===== src/rtl/xbar_arbiter.sv =====
// rtl/xbar_arbiter.sv - round-robin arbiter sharing one crossbar A/D channel between NM masters
// Optional response watchdog (ERR state) enabled by defining XBAR_TIMEOUT_EN.
module xbar_arbiter #(
    parameter int NM             = 3,
    parameter int TIMEOUT_CYCLES = 1024
) (
    input  logic                 clk,
    input  logic                 reset_n,
    input  logic [NM-1:0]        m_a_valid,
    output logic [NM-1:0]        m_a_ready,
    input  logic [3*NM-1:0]      m_a_opcode,
    input  logic [64*NM-1:0]     m_a_address,
    input  logic [64*NM-1:0]     m_a_data,
    input  logic [8*NM-1:0]      m_a_mask,
    output logic [NM-1:0]        m_d_valid,
    input  logic [NM-1:0]        m_d_ready,
    output logic [2:0]           m_d_opcode,
    output logic [63:0]          m_d_data,
    output logic                 m_d_error,
    output logic                 s_a_valid,
    input  logic                 s_a_ready,
    output logic [2:0]           s_a_opcode,
    output logic [63:0]          s_a_address,
    output logic [63:0]          s_a_data,
    output logic [7:0]           s_a_mask,
    input  logic                 s_d_valid,
    output logic                 s_d_ready,
    input  logic [2:0]           s_d_opcode,
    input  logic [63:0]          s_d_data,
    input  logic                 s_d_error,
    output logic [NM-1:0]        grant,
    output logic                 busy
);
    localparam int PW = (NM > 1) ? $clog2(NM) : 1;

`ifdef XBAR_TIMEOUT_EN
    localparam int TW = $clog2(TIMEOUT_CYCLES) + 1;
    typedef enum logic [1:0] {IDLE, REQ, RESP, ERR} state_t;
    logic [TW-1:0] tmo_q;
`else
    typedef enum logic [1:0] {IDLE, REQ, RESP} state_t;
    logic unused_timeout;
    assign unused_timeout = (TIMEOUT_CYCLES != 0);
`endif

    state_t        state_q;
    logic [PW-1:0] rr_ptr_q;
    logic [PW-1:0] gidx_q;
    logic [NM-1:0] grant_q;
    logic          busy_q;
    logic          s_a_valid_q;
    logic [2:0]    op_q;
    logic [63:0]   addr_q;
    logic [63:0]   data_q;
    logic [7:0]    mask_q;

    logic [2:0]    op_arr   [NM];
    logic [63:0]   addr_arr [NM];
    logic [63:0]   data_arr [NM];
    logic [7:0]    mask_arr [NM];

    logic [PW-1:0] scan_idx;
    logic [PW-1:0] win_idx;
    logic          win_found;
    logic [NM-1:0] win_oh;
    logic [PW-1:0] rr_next;
    logic          resp_hs;

    for (genvar i = 0; i < NM; i++) begin : g_unpack
        assign op_arr[i]   = m_a_opcode[3*i +: 3];
        assign addr_arr[i] = m_a_address[64*i +: 64];
        assign data_arr[i] = m_a_data[64*i +: 64];
        assign mask_arr[i] = m_a_mask[8*i +: 8];
    end

    // Search upward from rr_ptr with wrap at NM-1, not at the next power of two.
    always_comb begin
        scan_idx  = '0;
        win_idx   = '0;
        win_found = 1'b0;
        for (int k = 0; k < NM; k++) begin
            scan_idx = PW'((int'(rr_ptr_q) + k) % NM);
            if (!win_found && m_a_valid[scan_idx]) begin
                win_found = 1'b1;
                win_idx   = scan_idx;
            end
        end
        win_oh = '0;
        if (win_found) win_oh[win_idx] = 1'b1;
    end

    assign rr_next = (gidx_q == PW'(NM - 1)) ? '0 : gidx_q + PW'(1);
    assign resp_hs = (state_q == RESP) && s_d_valid && m_d_ready[gidx_q];

    // Gated by reset_n so an asserted reset silences the accept immediately.
    assign m_a_ready = (state_q == IDLE && reset_n) ? win_oh : '0;

    always_comb begin
        s_d_ready  = 1'b0;
        m_d_valid  = '0;
        m_d_opcode = s_d_opcode;
        m_d_data   = s_d_data;
        m_d_error  = s_d_error;
        if (state_q == RESP) begin
            s_d_ready = m_d_ready[gidx_q];
            m_d_valid = grant_q & {NM{s_d_valid}};
        end
`ifdef XBAR_TIMEOUT_EN
        if (state_q == ERR) begin
            s_d_ready  = 1'b1;
            m_d_valid  = grant_q;
            m_d_error  = 1'b1;
            m_d_data   = '0;
            m_d_opcode = (op_q == 3'd4) ? 3'd1 : 3'd0;
        end
`endif
    end

    always_ff @(posedge clk or negedge reset_n) begin
        if (!reset_n) begin
            state_q     <= IDLE;
            rr_ptr_q    <= '0;
            gidx_q      <= '0;
            grant_q     <= '0;
            busy_q      <= 1'b0;
            s_a_valid_q <= 1'b0;
            op_q        <= '0;
            addr_q      <= '0;
            data_q      <= '0;
            mask_q      <= '0;
`ifdef XBAR_TIMEOUT_EN
            tmo_q       <= '0;
`endif
        end else begin
            case (state_q)
                IDLE: if (win_found) begin
                    op_q        <= op_arr[win_idx];
                    addr_q      <= addr_arr[win_idx];
                    data_q      <= data_arr[win_idx];
                    mask_q      <= mask_arr[win_idx];
                    gidx_q      <= win_idx;
                    grant_q     <= win_oh;
                    busy_q      <= 1'b1;
                    s_a_valid_q <= 1'b1;
                    state_q     <= REQ;
`ifdef XBAR_TIMEOUT_EN
                    tmo_q       <= '0;
`endif
                end
                REQ: begin
                    if (s_a_ready) begin
                        s_a_valid_q <= 1'b0;
                        state_q     <= RESP;
`ifdef XBAR_TIMEOUT_EN
                        tmo_q       <= '0;
                    end else if (tmo_q == TW'(TIMEOUT_CYCLES - 1)) begin
                        s_a_valid_q <= 1'b0;
                        state_q     <= ERR;
                    end else begin
                        tmo_q <= tmo_q + TW'(1);
`endif
                    end
                end
                RESP: begin
                    if (resp_hs) begin
                        state_q  <= IDLE;
                        rr_ptr_q <= rr_next;
                        grant_q  <= '0;
                        busy_q   <= 1'b0;
`ifdef XBAR_TIMEOUT_EN
                    end else if (!s_d_valid) begin
                        if (tmo_q == TW'(TIMEOUT_CYCLES - 1)) state_q <= ERR;
                        else                                  tmo_q   <= tmo_q + TW'(1);
`endif
                    end
                end
`ifdef XBAR_TIMEOUT_EN
                ERR: if (m_d_ready[gidx_q]) begin
                    state_q  <= IDLE;
                    rr_ptr_q <= rr_next;
                    grant_q  <= '0;
                    busy_q   <= 1'b0;
                end
`endif
                default: state_q <= IDLE;
            endcase
        end
    end

    assign grant       = grant_q;
    assign busy        = busy_q;
    assign s_a_valid   = s_a_valid_q;
    assign s_a_opcode  = op_q;
    assign s_a_address = addr_q;
    assign s_a_data    = data_q;
    assign s_a_mask    = mask_q;

endmodule


===== config.mk =====
export PLATFORM = sky130hd
export DESIGN_NAME = xbar_arbiter
export DESIGN_NICKNAME = d
export VERILOG_FILES = /design/src/rtl/xbar_arbiter.sv
export SDC_FILE = /design/constraint.sdc
export NUM_CORES = 1
export LEC_CHECK = 0
export ABC_AREA = 1
export BUFFER_PORTS_ARGS = -buffer_cell sky130_fd_sc_hd__buf_2
export CAP_MARGIN = 10
export CORE_AREA = 2 2 276 278
export DETAILED_ROUTE_END_ITERATION = 8
export DIE_AREA = 0 0 278 280
export GPL_TIMING_DRIVEN = 0
export PLACE_DENSITY_LB_ADDON = 0.25
export SETUP_SLACK_MARGIN = 0.02
export SYNTH_ARGS = -nofsm -noshare
export SYNTH_HDL_FRONTEND = slang
export SYNTH_SLANG_ARGS = --single-unit
export TNS_END_PERCENT = 20

===== constraint.sdc =====
create_clock -name clk -period 3.6 [get_ports clk]
set_input_delay 0.18 -clock clk [delete_from_list [all_inputs] [get_ports clk]]
set_output_delay 0.18 -clock clk [all_outputs]
set_load 0.01 [all_outputs]

==> summary.md, run 1 <==
| Metric | Value |
|---|---|
| Run status | `finished clean` |
| Post-Synthesis Cells | `1759` |
| Final core occ | `0.2310` |
| Cell taking the most area after synthesis | `dfrtp_1` |
| CTS tree | `built` |
| Routed Antenna Nets | `0` |
| All-Layer GR Usage | `0.1396` |
| Setup_tns | `0 ps` |
| Share of cells above drive strength 1 | `0.3173` |
| Via density per instance | `3.741` |
| Initial core utilization | `0.1424` |
| Crit path max-delay family | `buffers and inverters` |
| Routability Congestion | `0.8364` |
| Nets | `~3.1k` |
| Worst Setup SP | `rr_ptr_q[0]` |
| Min Tclk post-route | `roughly 3300 ps` |
| Root Driver | `clkbuf_16` |
| Hold WC Path Type | `in -> reg` |
| Max incr delay on CP | `400 ps` |
| Chip Width | `approximately 280 um` |
| Final period util | `0.9037` |
| Mapped Nets | `2258` |
| DRT Wirelength | `56130 um` |
| WL/cell | `15.68 um` |
| Vias | `13.39k` |
| Adder-cell share of the synthesized area | `0.004674` |
| Final hold vios | `0` |
| Pin count of the biggest net entering global routing | `between 70 and 80` |
| Row count | `101` |
| Port Buffers | `645` |
| Iter 0 DRT Violations | `530` |
| Clock sinks | `150` |
| Mux cell area share after synthesis | `0` |
| CTS buffer count | `17` |
| Slowest-stage cell, CP | `dfrtp_1` |
| Fmax | `around 300 MHz` |
| Mapped cell area | `approximately 11000 um2` |
| Slew Limit Fails | `0` |
| Crit path launch type | `register` |
| Critical path class | `reg -> out` |
| Relative slew margins | `0.4329` |
| FILL cells | `~8.6k` |
| Peak supply drop | `0.3444 mV` |
| HP Start | `m_a_mask[17]` |
| Clock Latency Late Sink | `approximately 470 ps` |
| Sequential cell area fraction in the yosys report | `0.3505` |
| First-pass GRT wire length | `80790 um` |
| DRC Markers | `0` |
| Die height | `280 um` |
| Placeable Area | `75190 um2` |
| Buf/Inv on CP | `7` |
| Tot Pwr | `around 15 mW` |
| Average size of a mapped cell | `6.087 um2` |
| RR Startpoint | `rr_ptr_q[0]` |
| Simple-gate portion of the synthesized area | `0.4225` |
| Most area-consuming cells after synthesis | `dfrtp_1 (35%), nand2_1 (29%), nand3_1 (11%)` |
| Longest Clk Path Bufs | `2` |
| Total gr overflow | `0` |
| CTS H-tree depth | `4` |
| 1st-pass router iterations | `5` |
| CP required | `3420 ps` |
| CP Cell Sequence | `inv_1, ha_1, inv_2, nand3_1, nand2_1, nor2_4, nand3_2, inv_2, nand2_1, nand2_1, buf_12, buf_6, buf_6, nand2_1, nor3_1, buf_2` |
| Post-synthesis register bit count | `150` |
| Post-Synth XOR/XNOR Area | `0` |
| Compound-Gate Fraction of Synth Area | `0.02360` |
| DP HPWL | `around 45000 um` |
| PwrDens | `867.0 nW/um2` |
| RSZ-0062 raised after global routing | `false` |
| CP Capture Type | `output port` |
| Worst-Margin Slew | `850.7 ps` |
| Post-CTS Setup Bufs | `0` |
| Worst-path clk slew | `70 ps` |
| Setup Viol. Count Final | `0` |
| Arr. time, crit path | `3070 ps` |
| Static leakage power | `10.56 nW` |
| Io pins | `~700` |
| Synth warnings | `0` |
| Worst hold slack | `~46 ps` |
| Clk_skew | `11.28 ps` |
| CP dominant cell by count | `nand2_1` |
| Synthesis-to-layout area growth | `62.22%` |
| Top cell type's share of synthesized area | `0.3505` |
| DIE AREA | `77840 um2` |
| Vias in the first global route | `13.21k` |
| Post-synth cell types | `30` |
| Main combinational cell family by area after synthesis | `simple AND/OR/NAND/NOR gates` |
| Initial antenna violation count | `4` |
| Crit path max fanout | `10` |
| MaxCap Viol Count | `0` |
==> flip-flops by register name, summed over array words and instances, names as in the netlist, 2 cells and up <==
signal	count
gidx_q	2
grant	3
rr_ptr_q	2
s_a_address	64
s_a_data	64
s_a_mask	8
s_a_opcode	3
state_q	2
==> worst paths after layout <==
kind,slack [ps],cells after the start,to
worst max-delay path,350,16,m_a_ready[0]
worst min-delay path,50,5,s_a_mask[1]
worst max register to register,520,14,s_a_data[11]
worst min register to register,470,2,s_a_opcode[1]
max in group asynchronous,2450,3,s_a_data[53]
min in group asynchronous,250,2,s_a_address[59]
==> logic make-up after synthesis <==
logic type               after synthesis
buffers and inverters                464
flip-flops                           150
adder cells (fa/ha/maj)                4
AO/OA/AOI/OAI                         36
AND/OR/NAND/NOR                     1105
==> tightest hold or removal path: cells and delay by family <==
family	cells	cell delay, ps
buffers and inverters	1	70
and+or+nand+nor	4	230
==> layer usage <==
layer / share of wire / wire [um] / global-route usage / vias to the layer above
li1: - / - / - / 6834
met4: 0.021 / 1182 / 0.04990 / 4
met1: 0.43 / 24120 / 0.1686 / 6068
met2: 0.50 / 28010 / 0.2455 / 436
met3: 0.050 / 2780 / 0.02740 / 49
met5: 0.00061 / 34 / 0 / -
==> cell usage in the layout, fill, tap and decap left out, types with 10 or more instances in the layout <==
cell type,instances
buf_1,15
buf_2,691
buf_4,78
clkbuf_1,23
clkbuf_16,17
dfrtp_1,150
dlygate4sd3_1,160
inv_1,293
nand2_1,838
nand3_1,241
nor2_1,10
o211ai_1,23
==> timing repair <==
action | CTS | global route
hold endpoints to repair | 198 | 0
hold buffers | 160 | 0
setup endpoints to repair | 0 | 7
gates resized for setup | 0 | 4
==> cell type report <==
type                    instances  area [um2]  area share
multi-input cells            1145        4832      0.2782
diodes                          5       12.51   0.0007203
plain buffers                 166        1021     0.05878
inverters                     298        1119     0.06440
clock buffers                  20       446.7     0.02571
well taps                     978        1224     0.07045
repair buffers                806        4867      0.2802
flip-flops and latches        150        3754      0.2161
clock inverters                12       95.09    0.005474
==> through the flow <==
stage	area, um2	setup slack [ps]	cells
after global routing	17360	22.37	3577
after floorplan	10710	1316	1759
final	17370	346.6	3580
after detailed placement	15200	130.5	3383
after global placement	15160	-667.1	3382
after CTS	17340	90.91	3575
==> Yosys cell counts <==
cell type and number:
nand2_1 838, inv_1 293, nand3_1 241, dfrtp_1 150, buf_4 79, buf_2 47
o211ai_1 23, clkbuf_1 21, buf_1 15, nor2_1 10, inv_2 5, o21ai_0 5
buf_6 4, ha_1 4, a21oi_1 3, nand2_2 3, nor3_1 3, nand3_2 2
nor2_4 2, a21boi_0 1, a21oi_2 1, nand2_4 1, nand3b_1 1, nand4_1 1
nand4_4 1, nor2_2 1, o21ai_2 1, o21bai_1 1, o31ai_1 1, or2_2 1
==> report_power, final <==
group          internal, mW  total (mW)  switching [mW]  leakage [nW]
Sequential             2.58        3.01           0.435          1.86
Combinational          3.38        10.3            6.91          8.44
Clock                 0.909        1.76           0.852         0.262
No activity file was read; power rests on OpenSTA's default activity.
==> run 2: changes to the inputs <==
==> constraint.sdc (replaced) <==
create_clock -name clk -period 3.6 [get_ports clk]
set_input_delay 0.18 -clock clk [delete_from_list [all_inputs] [get_ports clk]]
set_output_delay 0.18 -clock clk [all_outputs]
set_load 0.02 [all_outputs]
==> summary.md, run 2 (same netlist as run 1, synthesis figures left out) <==
| Metric | Value |
|---|---|
| Worst Setup Slack, final | `367.6 ps (+21.04 ps)` |
| Relative slew margins | `0.4268 (-0.006072)` |
| DP HPWL | `44720 um (unchanged)` |
| Pin count of the biggest net entering global routing | `77 (unchanged)` |
| DRC Markers | `0 (unchanged)` |
| Longest Clk Path Bufs | `2 (unchanged)` |
| 1st-pass router iterations | `5 (unchanged)` |
| Chip Width | `278 um (unchanged)` |
| Most frequent cells in the layout | `nand2_1 (838), buf_2 (690), inv_1 (293)` |
| Run status | `finished clean` |
| First-pass GRT wire length | `80790 um (unchanged)` |
| Worst-Margin Slew | `859.8 ps (+9.107 ps)` |
| Static leakage power | `10.56 nW (about the same)` |
| Final period util | `0.8979 (-0.005845)` |
| Clk_skew | `11.71 ps (+0.4262 ps)` |
| Crit path launch type | `register` |
| Slew Limit Fails | `0 (unchanged)` |
| Total gr overflow | `0 (unchanged)` |
| Clock sinks | `150 (unchanged)` |
| Arr. time, crit path | `3050 ps (-20 ps)` |
| DRT Wirelength | `56100 um (about the same)` |
| Routed Antenna Nets | `0 (unchanged)` |
| CP required | `3420 ps (about the same)` |
| Worst Setup SP | `rr_ptr_q[0]` |
| Placeable Area | `75190 um2 (unchanged)` |
| All-Layer GR Usage | `0.1396 (unchanged)` |
| Final instance area | `17370 um2 (about the same)` |
| DIE AREA | `77840 um2 (unchanged)` |
| Dpl cells | `3383 (unchanged)` |
| Hold WC Path Type | `in -> reg` |
| Clock Latency Late Sink | `470 ps (about the same)` |
| Initial core utilization | `0.1424 (unchanged)` |
| Most common cell after layout, fill and taps aside | `nand2_1` |
| FILL cells | `8627 (+0.023%)` |
| Place WS | `130.5 ps (unchanged)` |
| Fmax | `309.4 MHz (+0.65%)` |
| Vias in the first global route | `13.21k (unchanged)` |
| Row count | `101 (unchanged)` |
| Nets | `3083 (unchanged)` |
| RSZ-0062 raised after global routing | `false` |
| Via density per instance | `3.745 (+0.13%)` |
| WL/cell | `15.68 um (about the same)` |
| Final hold vios | `0 (unchanged)` |
| Setup Viol. Count Final | `0 (unchanged)` |
| Port Buffers | `645 (unchanged)` |
| CTS H-tree depth | `4 (unchanged)` |
| CP Capture Type | `output port` |
| Min Tclk post-route | `3232 ps (-21.04 ps)` |
| CTS tree | `built` |
| HP Start | `m_a_mask[17]` |
| Worst-path clk slew | `70 ps (about the same)` |
| MaxCap Viol Count | `0 (unchanged)` |
| Initial antenna violation count | `4 (unchanged)` |
| Final core occ | `0.2311 (about the same)` |
| Crit path max fanout | `10 (unchanged)` |
| Root Driver | `clkbuf_16` |
| Finished Layout Cells | `3579 (-0.028%)` |
| Peak supply drop | `0.3523 mV (+2.3%)` |
| PwrDens | `902.7 nW/um2 (+4.1%)` |
| Share of cells above drive strength 1 | `0.3173 (unchanged)` |
| Die height | `280 um (unchanged)` |
| Io pins | `714 (unchanged)` |
| Post-DP Area | `15200 um2 (unchanged)` |
| Synthesis-to-layout area growth | `62.26% (about the same)` |
| Iter 0 DRT Violations | `566 (+6.8%)` |
| CTS buffer count | `17 (unchanged)` |
| Worst hold slack | `45.32 ps (-0.1989 ps)` |
| Post-CTS Setup Bufs | `0 (unchanged)` |
| Vias | `13.41k (+0.10%)` |
| Routability Congestion | `0.8364 (unchanged)` |
| RR Startpoint | `rr_ptr_q[0]` |
| Critical path class | `reg -> out` |
==> run 2: layout make-up <==
type | count | area, um2 | area share
antenna | 4 | 10.01 | 0.0005761
buffer | 166 | 1025 | 0.05898
clock buffer | 20 | 446.7 | 0.02571
clock inverter | 12 | 95.09 | 0.005473
inverter | 298 | 1119 | 0.06438
multi-input combinational | 1145 | 4832 | 0.2781
sequential | 150 | 3754 | 0.2160
tap | 978 | 1224 | 0.07043
timing repair buffer | 806 | 4870 | 0.2803
==> run 2: report_power, final <==
part	leakage, nW	switching (mW)	internal, mW	total, mW
clock	0.262	0.851	0.909	1.76
combinational	8.44	7.52	3.39	10.9
sequential	1.86	0.437	2.58	3.01
==> run 2: worst max-delay path, stage by stage (launching register included) <==
cell,delay [ps]
dfrtp_1,400
inv_1,80
ha_1,380
inv_2,70
nand3_1,90
nand2_1,90
nor2_4,160
nand3_2,100
inv_2,80
nand2_1,50
nand2_1,130
buf_12,190
buf_8,190
buf_6,180
nand2_1,60
nor3_1,140
buf_4,190
==> run 2: worst paths after layout <==
path                                   end  slack [ps]  depth (start not counted)
hold reg to reg              s_a_opcode[1]         470                          2
min in group asynchronous  s_a_address[59]         270                          2
hold / removal                 s_a_mask[1]          50                          5
max in group asynchronous     s_a_data[53]        2440                          3
setup / recovery              m_a_ready[0]         370                         16
setup reg to reg              s_a_data[11]         530                         14
==> run 2: what timing repair did <==
action                     in CTS  in global routing
hold buffers                  160                  0
resized for setup               0                  6
hold endpoints to repair      198                  0
setup endpoints to repair       0                  7
==> run 2: metal layers <==
layer | GRT usage | part of all wire | vias up
li1 | - | - | 6833
met1 | 0.1686 | 0.43 | 6100
met2 | 0.2455 | 0.50 | 421
met3 | 0.02740 | 0.050 | 47
met4 | 0.04990 | 0.020 | 4
met5 | 0 | 0.00061 | -
==> run 2: metrics by stage <==
stage / total power, mW / TNS [ps]
after global placement: 14.06 / -63000
after global routing: 17.33 / 0
final: 15.68 / 0
after CTS: 16.09 / 0
after floorplan: 9.831 / 0
after detailed placement: 14.06 / 0
